## src/rtl/bin2bcd_if.sv

```systemverilog
// Handshake bundle for bin2bcd_seq: input operand channel and BCD result channel.
// The converter uses the slave modport; the producer/consumer side uses master.
interface bin2bcd_if #(
    parameter int BIN_W  = 7,
    parameter int DIGITS = 3
);
    logic                  in_valid;
    logic                  in_ready;
    logic [BIN_W-1:0]      bin;
    logic                  out_valid;
    logic                  out_ready;
    logic [4*DIGITS-1:0]   bcd;
    logic                  overflow;
    logic                  sign;

    modport master (
        output in_valid, bin, out_ready,
        input  in_ready, out_valid, bcd, overflow, sign
    );

    modport slave (
        input  in_valid, bin, out_ready,
        output in_ready, out_valid, bcd, overflow, sign
    );
endinterface

```

## src/rtl/bin2bcd_seq.sv

```systemverilog
// Sequential double-dabble binary-to-BCD converter, one input bit per clock, valid/ready on both sides.
// Optional feature macro BIN2BCD_SIGNED_EN: two's-complement input, magnitude converted, sign reported.
module bin2bcd_seq #(
    parameter int BIN_W  = 7,
    parameter int DIGITS = 3
) (
    input  logic         clk,
    input  logic         rst,
    bin2bcd_if.slave     bus
);
    localparam int BCD_W = 4 * DIGITS;
    localparam int TOT_W = BCD_W + BIN_W;
    localparam int CNT_W = $clog2(BIN_W + 1);

    typedef enum logic [1:0] {
        S_IDLE  = 2'd0,
        S_SHIFT = 2'd1,
        S_DONE  = 2'd2
    } state_t;

    function automatic logic [3:0] dd_adjust(input logic [3:0] d);
        return (d >= 4'd5) ? (d + 4'd3) : d;
    endfunction

    state_t             r_state;
    logic [BIN_W-1:0]   r_shift;
    logic [BCD_W-1:0]   r_digits;
    logic               r_ovf_acc;
    logic               r_sign_acc;
    logic [CNT_W-1:0]   r_count;
    logic               r_in_ready;
    logic               r_out_valid;
    logic [BCD_W-1:0]   r_bcd;
    logic               r_overflow;
    logic               r_sign;

    logic [BCD_W-1:0]   w_adj;
    logic [TOT_W-1:0]   w_cat;
    logic [TOT_W-1:0]   w_shl;
    logic               w_carry;
    logic [BIN_W-1:0]   w_load;
    logic               w_sign_in;

`ifdef BIN2BCD_SIGNED_EN
    // Magnitude is taken as BIN_W-bit unsigned so the most negative value stays exact.
    assign w_sign_in = bus.bin[BIN_W-1];
    assign w_load    = w_sign_in ? (~bus.bin + BIN_W'(1)) : bus.bin;
`else
    assign w_sign_in = 1'b0;
    assign w_load    = bus.bin;
`endif

    // Add-3 correction applied to every digit in parallel before the shift.
    always_comb begin
        w_adj = r_digits;
        for (int k = 0; k < DIGITS; k++) begin
            w_adj[4*k +: 4] = dd_adjust(r_digits[4*k +: 4]);
        end
    end

    assign w_cat   = {w_adj, r_shift};
    assign w_carry = w_cat[TOT_W-1];
    assign w_shl   = {w_cat[TOT_W-2:0], 1'b0};

    // Control FSM with registered handshake and result outputs.
    always_ff @(posedge clk or posedge rst) begin
        if (rst) begin
            r_state     <= S_IDLE;
            r_shift     <= '0;
            r_digits    <= '0;
            r_ovf_acc   <= 1'b0;
            r_sign_acc  <= 1'b0;
            r_count     <= '0;
            r_in_ready  <= 1'b1;
            r_out_valid <= 1'b0;
            r_bcd       <= '0;
            r_overflow  <= 1'b0;
            r_sign      <= 1'b0;
        end else begin
            case (r_state)
                S_IDLE: begin
                    if (bus.in_valid && r_in_ready) begin
                        r_shift    <= w_load;
                        r_digits   <= '0;
                        r_ovf_acc  <= 1'b0;
                        r_sign_acc <= w_sign_in;
                        r_count    <= CNT_W'(BIN_W);
                        r_in_ready <= 1'b0;
                        r_state    <= S_SHIFT;
                    end
                end
                S_SHIFT: begin
                    r_shift   <= w_shl[BIN_W-1:0];
                    r_digits  <= w_shl[TOT_W-1:BIN_W];
                    r_ovf_acc <= r_ovf_acc | w_carry;
                    r_count   <= r_count - CNT_W'(1);
                    // Last bit: publish the freshly shifted digits, not the stale registers.
                    if (r_count == CNT_W'(1)) begin
                        r_bcd       <= w_shl[TOT_W-1:BIN_W];
                        r_overflow  <= r_ovf_acc | w_carry;
                        r_sign      <= r_sign_acc;
                        r_out_valid <= 1'b1;
                        r_state     <= S_DONE;
                    end
                end
                S_DONE: begin
                    if (bus.out_ready) begin
                        r_out_valid <= 1'b0;
                        r_in_ready  <= 1'b1;
                        r_state     <= S_IDLE;
                    end
                end
                default: begin
                    r_out_valid <= 1'b0;
                    r_in_ready  <= 1'b1;
                    r_state     <= S_IDLE;
                end
            endcase
        end
    end

    assign bus.in_ready  = r_in_ready;
    assign bus.out_valid = r_out_valid;
    assign bus.bcd       = r_bcd;
    assign bus.overflow  = r_overflow;
    assign bus.sign      = r_sign;
endmodule

```

## src/flat_wrapper.sv

```systemverilog
// flat-port wrapper written by rule: the top's interface ports become plain ports
module bin2bcd_seq_flat 
#(
    parameter int BIN_W  = 7,
    parameter int DIGITS = 3
)
  (clk, rst, bus_in_valid, bus_bin, bus_out_ready, bus_in_ready, bus_out_valid, bus_bcd, bus_overflow, bus_sign);
  bin2bcd_if #(.BIN_W(BIN_W), .DIGITS(DIGITS)) bus_i ();
  input  logic clk;
  input  logic rst;
  input wire logic [$bits(bus_i.in_valid)-1:0] bus_in_valid;
  input wire logic [$bits(bus_i.bin)-1:0] bus_bin;
  input wire logic [$bits(bus_i.out_ready)-1:0] bus_out_ready;
  output wire logic [$bits(bus_i.in_ready)-1:0] bus_in_ready;
  output wire logic [$bits(bus_i.out_valid)-1:0] bus_out_valid;
  output wire logic [$bits(bus_i.bcd)-1:0] bus_bcd;
  output wire logic [$bits(bus_i.overflow)-1:0] bus_overflow;
  output wire logic [$bits(bus_i.sign)-1:0] bus_sign;
  assign bus_i.in_valid = bus_in_valid;
  assign bus_i.bin = bus_bin;
  assign bus_i.out_ready = bus_out_ready;
  assign bus_in_ready = bus_i.in_ready;
  assign bus_out_valid = bus_i.out_valid;
  assign bus_bcd = bus_i.bcd;
  assign bus_overflow = bus_i.overflow;
  assign bus_sign = bus_i.sign;
  bin2bcd_seq #(.BIN_W(BIN_W), .DIGITS(DIGITS)) u_core (.clk(clk), .rst(rst), .bus(bus_i));
endmodule
```

## config.mk

```make
export PLATFORM = sky130hd
export DESIGN_NAME = bin2bcd_seq_flat
export DESIGN_NICKNAME = d
export VERILOG_FILES = /design/src/rtl/bin2bcd_if.sv /design/src/rtl/bin2bcd_seq.sv /design/src/flat_wrapper.sv
export SDC_FILE = /design/constraint.sdc
export NUM_CORES = 1
export LEC_CHECK = 0
export CAP_MARGIN = 30
export CELL_PAD_IN_SITES_DETAIL_PLACEMENT = 1
export CELL_PAD_IN_SITES_GLOBAL_PLACEMENT = 1
export CORE_ASPECT_RATIO = 1.1
export CORE_UTILIZATION = 37
export DETAILED_ROUTE_END_ITERATION = 7
export PLACE_DENSITY = 0.69
export REMOVE_ABC_BUFFERS = 1
export SKIP_LAST_GASP = 1
export SLEW_MARGIN = 20
export SYNTH_ARGS = -nofsm -noshare
export SYNTH_HDL_FRONTEND = slang
export SYNTH_SLANG_ARGS = --single-unit
export TNS_END_PERCENT = 50
```

## constraint.sdc

```tcl
create_clock -name clk -period 1.8 [get_ports clk]
set_input_delay 0.27 -clock clk [delete_from_list [all_inputs] [get_ports clk]]
set_output_delay 0.27 -clock clk [all_outputs]
set_load 0.02 [all_outputs]
```

After elaboration in Yosys (flattened, before gate mapping)
Index checks and enable logic that the tools add are counted.
Widths: inputs -> output; s select.
{ "word_totals": {"output_inout_bits": 16, "input_bits": 11, "ff_bits": 40, "word_cells": 53} }
{ "op_classes": {"n_mux": 20, "bitwise_logic": 3, "n_eq_ne": 6, "n_addsub": 4, "n_lt_le_gt_ge": 3, "n_reduce_logical": 8} }
{ "op_table": {"columns": ["op", "count"], "rows": [
  ["$pmux 12 s2", 1],
  ["$pmux 7 s2", 1],
  ["$add 4x2->4 const B", 3],
  ["$ge 4x3->1 const B", 3],
  ["$mux 12", 1],
  ["$mux 4", 3],
  ["$reduce_and 3->1", 3],
  ["$mux 7", 1],
  ["$mux 2", 3],
  ["$pmux 1 s3", 2],
  ["$pmux 2 s3", 1],
  ["$pmux 3 s2", 1],
  ["$mux 1", 4],
  ["$ne 2x1->1 const B", 2],
  ["$reduce_and 2->1", 2],
  ["$eq 3x1->1 const B", 1],
  ["$mux 3", 1],
  ["$sub 3x1->3 const B", 1],
  ["$eq 2x1->1 const B", 1],
  ["$eq 2x2->1 const B", 1],
  ["$logic_not 2->1", 1],
  ["$ne 2x2->1 const B", 1],
  ["$not 1->1", 2],
  ["$pmux 1 s2", 1],
  ["other kinds (3)", 3]
]} }

Depth between registers and ports, before layout
{ "depth": {"depth_word": 4, "mapped_depth": 7} }

Worst setup path before layout
Ideal clock, no wire load.
{ "synth_timing": {"kind": "reg2reg", "from": "register u_core.r_digits[0]", "to": "register u_core.r_bcd[2], in the netlist u_core.bus.bcd[2]", "n_path_buf": 0, "slack_ns": 0.278, "synth_period_minus_slack_ns": 1.522, "setup_time_ns": 0.083, "required_ns": 1.717, "arrival_time_ns": 1.439, "path_stages_with_launch": 7, "path_cell_list": "dfrtp_1 inv_1 ha_1 nand2b_1 a21oi_1 mux2_2 o21ai_0"} }
{ "synth_via": {"elab_chain_len": 2, "elab_cells_between_ends": 3} }
{ "synth_lines": {"columns": ["element", "line_no", "source"], "rows": [
  ["start, declared", "bin2bcd_seq.sv:27", "logic [BCD_W-1:0] r_digits;"],
  ["start signal, assigned", "bin2bcd_seq.sv:94", "r_digits <= w_shl[TOT_W-1:BIN_W];"],
  ["$add 4x2->4 or $ge 4x3->1 (tied branches)", "bin2bcd_seq.sv:22", "return (d >= 4'd5) ? (d + 4'd3) : d;"],
  ["$mux 4 *", "bin2bcd_seq.sv:22", null],
  ["end signal, assigned", "bin2bcd_seq.sv:99", "r_bcd <= w_shl[TOT_W-1:BIN_W];"],
  ["end, declared", "bin2bcd_seq.sv:33", "logic [BCD_W-1:0] r_bcd;"]
]} }
Every way passes the cells marked *; elsewhere a longest branch is shown, timed or not.
A chain may end at the register's enable or synchronous reset.

Worst setup path after layout
{ "layout_timing": {"from": "register u_core.r_in_ready, in the netlist u_core.bus.in_ready", "to": "output port bus_in_ready"} }
{ "layout_rtl": {"columns": ["element", "line_no", "source"], "rows": [
  ["start, declared", "bin2bcd_seq.sv:31", "logic r_in_ready;"],
  ["start signal, assigned", "bin2bcd_seq.sv:74", "r_in_ready <= 1'b1;"],
  ["start signal, assigned", "bin2bcd_seq.sv:88", "r_in_ready <= 1'b0;"],
  ["start signal, assigned", "bin2bcd_seq.sv:109", "r_in_ready <= 1'b1;"],
  ["end, declared", "flat_wrapper.sv:14", "output wire logic [$bits(bus_i.in_ready)-1:0] bus_in_ready;"]
]} }
No word-level cell between the ends.

==> results.py <==
metrics = {
    "critical_path": {
        "path_class": "reg -> out",
        "cpPeakStageDelay_ns": 0.61,
        "crit_path_end_kind": "output pin",
        "critPathTopFamily": "buffers and inverters",
        "arrival_ns": 1.48,
        "required_ns": 1.53,
        "crit_path_top_delay_cell": "clkdlybuf4s50_1",
        "start_kind": "flop",
        "cp.buffers_inverters": 1,
        "worstPathMaxFanout": 5,
        "crit_path_cell_trace": "clkdlybuf4s50_1",
    },
    "placed_design": {
        "gp_congestion": 0.748,
        "port_buffers": 25,
        "dp_hpwl_um": 3260,
    },
    "synth": {
        "ys_seq_area_frac": 0.520,
        "avgSynthCellArea_um2": 10.0,
        "ys_top_cells_by_area": "dfrtp_1 (51%), nand2_1 (6.0%), ha_1 (5.2%)",
        "yosysWarnings": 0,
        "synth_top_area_share": 0.506,
        "synth_seq_cells": 40,
        "synthCells": 192,
        "yosys.cell_types.count": 35,
        "netlist_area_mm2": 0.00193,
        "yosysTopAreaCell": "dfrtp_1",
    },
    "grt": {
        "grt_pass1_vias": 1627,
        "grt_overflow": 0,
        "grt_max_degree": 18,
        "track_usage": 0.185,
        "antenna_found_initial": 0,
        "grt_first_pass_wirelength_um": 7850,
    },
    "floorplanning": {
        "core_area_mm2": 0.00500,
        "die_area_mm2": 0.00550,
        "dieHeight_um": 77.7,
        "ioPinCount": 27,
        "rows": 27,
        "initial_core_util": 0.386,
        "dieWidth_um": 70.8,
    },
    "detailed_routing": {
        "vias_per_cell": 5.29,
        "routed_wl_um": 4370,
        "drtIter0Drc": 43,
        "ant_nets": 0,
        "dr.pass1.iters": 6,
        "wl_per_cell_um": 15.6,
        "via_count": 1481,
        "drc": 0,
    },
    "layout": {
        "diodes": 0,
        "layout-drive-gt1-share": 0.113,
        "final_nets": 240,
        "fin_util": 0.469,
        "fill_cells": 584,
        "area_growth_pct": 21.7,
    },
    "clocking": {
        "cts_sinks": 40,
        "root_buffer": "clkbuf_8",
        "numCtsBuffers": 5,
        "clkTransAtPathRegs_ns": 0.08,
        "cts_tree": "done",
        "worstSkewPairLatency_ns": 0.30,
        "cts_hold_buf": 0,
        "ctsLongestPathBuffers": 2,
        "htreeDepth": 2,
    },
    "run": {
        "drv_cap": 0,
    },
    "pwr": {
        "p_total_w": 0.00435,
        "max-vdd-ir-drop_mv": 0.734,
        "power_leakage_nw": 1.03,
        "p_per_area_mw_per_mm2": 1850,
    },
    "run_status": {
        "status": "completed",
    },
    "sta": {
        "worst_hold_slack_ns": 0.244,
        "finalCritPeriodShare": 0.974,
        "finClkSkew_ns": 0.00993,
        "final_hold_viol_count": 0,
        "rsz0062_at_grt": "false",
        "fmax_ghz": 0.570,
        "finalCriticalPeriod_ns": 1.75,
        "setup_viol": 0,
        "drv_slew": 0,
    },
    "hold_path": {
        "hold_class": "in -> async",
    },
}
[sequential cells by signal, summed over array words and instances, names as in the netlist]
| register | cells |
|---|---|
| u_core.r_ovf_acc | 1 |
| u_core.r_digits | 12 |
| u_core.r_count | 3 |
| u_core.bus.out_valid | 1 |
| u_core.r_shift | 7 |
| u_core.bus.bcd | 12 |
| u_core.bus.overflow | 1 |
| u_core.r_state | 2 |
| u_core.bus.in_ready | 1 |
[per-stage QoR]
stage | instances | cell area [um^2] | setup TNS (ns) | worst slack (ns)
after floorplan | 181 | 1850 | -0.0565 | -0.0282
after detailed placement | 272 | 2250 | 0 | 0.102
after CTS | 280 | 2340 | 0 | 0.0321
final | 280 | 2350 | 0 | 0.0465
after global routing | 280 | 2350 | 0 | 0.000660
after global placement | 272 | 2250 | 0 | 0.159
[what timing repair did]
item                                    CTS  global route
buffers inserted                          0             0
endpoints found under the setup margin    0             2
gates resized for setup                   0             1
[worst paths after layout]
path | startpoint | to | slack, ns | cells past startpoint
min | rst | u_core.r_shift[0]$_DFFE_PP0P_ | 0.24 | 2
max reg2reg | u_core.r_digits[5]$_DFFE_PP0P_ | u_core.bus.bcd[6]$_DFFE_PP0P_ | 0.11 | 6
min reg2reg | u_core.bus.bcd[7]$_DFFE_PP0P_ | u_core.bus.bcd[7]$_DFFE_PP0P_ | 0.48 | 2
max | u_core.bus.in_ready$_DFFE_PP1P_ | bus_in_ready | 0.05 | 1
min in group clk | u_core.bus.bcd[7]$_DFFE_PP0P_ | u_core.bus.bcd[7]$_DFFE_PP0P_ | 0.48 | 2
max in group asynchronous | rst | u_core.r_state[0]$_DFFE_PP0P_ | 0.98 | 3
[cell type report]
class | instances | area (um^2) | area share
multi-input cells | 132 | 817 | 0.348
flip-flops and latches | 40 | 1000 | 0.427
clock buffers | 6 | 82.6 | 0.0352
well taps | 58 | 72.6 | 0.0309
clock inverters | 2 | 15.0 | 0.00640
inverters | 9 | 33.8 | 0.0144
repair buffers | 33 | 323 | 0.138
[cells in the final DEF (no fill, tap or decap), types with 6 or more instances in the layout]
cell             count
dfrtp_1             39
nand2_1             31
clkdlybuf4s50_1     25
o21ai_0             18
a21oi_1             12
nor2_1              12
inv_1                9
a31oi_1              7
ha_1                 7
buf_4                7
clkbuf_8             6
[Yosys cell counts (all sizes together)]
| library cell | number |
|---|---|
| a21oi | 12 |
| a22o | 3 |
| a22oi | 1 |
| a2bb2oi | 1 |
| a31oi | 7 |
| a32o | 2 |
| and2 | 1 |
| buf | 10 |
| clkbuf | 1 |
| conb | 1 |
| dfrtp | 39 |
| dfstp | 1 |
| ha | 8 |
| inv | 9 |
| mux2 | 4 |
| mux2i | 2 |
| nand2 | 31 |
| nand2b | 5 |
| nand3b | 1 |
| nor2 | 12 |
| nor2b | 2 |
| nor3 | 2 |
| nor3b | 5 |
| o21a | 1 |
| o21ai | 19 |
| o22ai | 4 |
| o31ai | 3 |
| or2 | 1 |
| or3b | 1 |
| xnor2 | 3 |
[routing by layer]
| metal | global-route usage | share of wire | routed length, um |
|---|---|---|---|
| met1 | 0.215 | 0.42 | 1850 |
| met2 | 0.323 | 0.53 | 2320 |
| met3 | 0.0455 | 0.024 | 106 |
| met4 | 0.0740 | 0.020 | 87 |
| met5 | 0 | 0 | 0 |
[report_power, final]
| group | internal (W) | switching, W |
|---|---|---|
| combinational | 0.000966 | 0.00114 |
| sequential | 0.00129 | 0.000303 |
| clock | 0.000310 | 0.000332 |
| total | 0.00257 | 0.00178 |
[cell families (layout without fill, tap and decap cells)]
group | count (synthesis) | after routing | share of synthesized area
simple gates | 61 | 61 | 0.151
compound gates | 53 | 53 | 0.164
flops | 40 | 40 | 0.520
buf+inv | 20 | 50 | 0.0577
fa+ha+maj | 8 | 8 | 0.0519
mux | 6 | 6 | 0.0396
xor+xnor | 3 | 3 | 0.0136
other cells | 1 | 1 | 0.00194
Note: power is estimated with default switching activity, not from simulation.
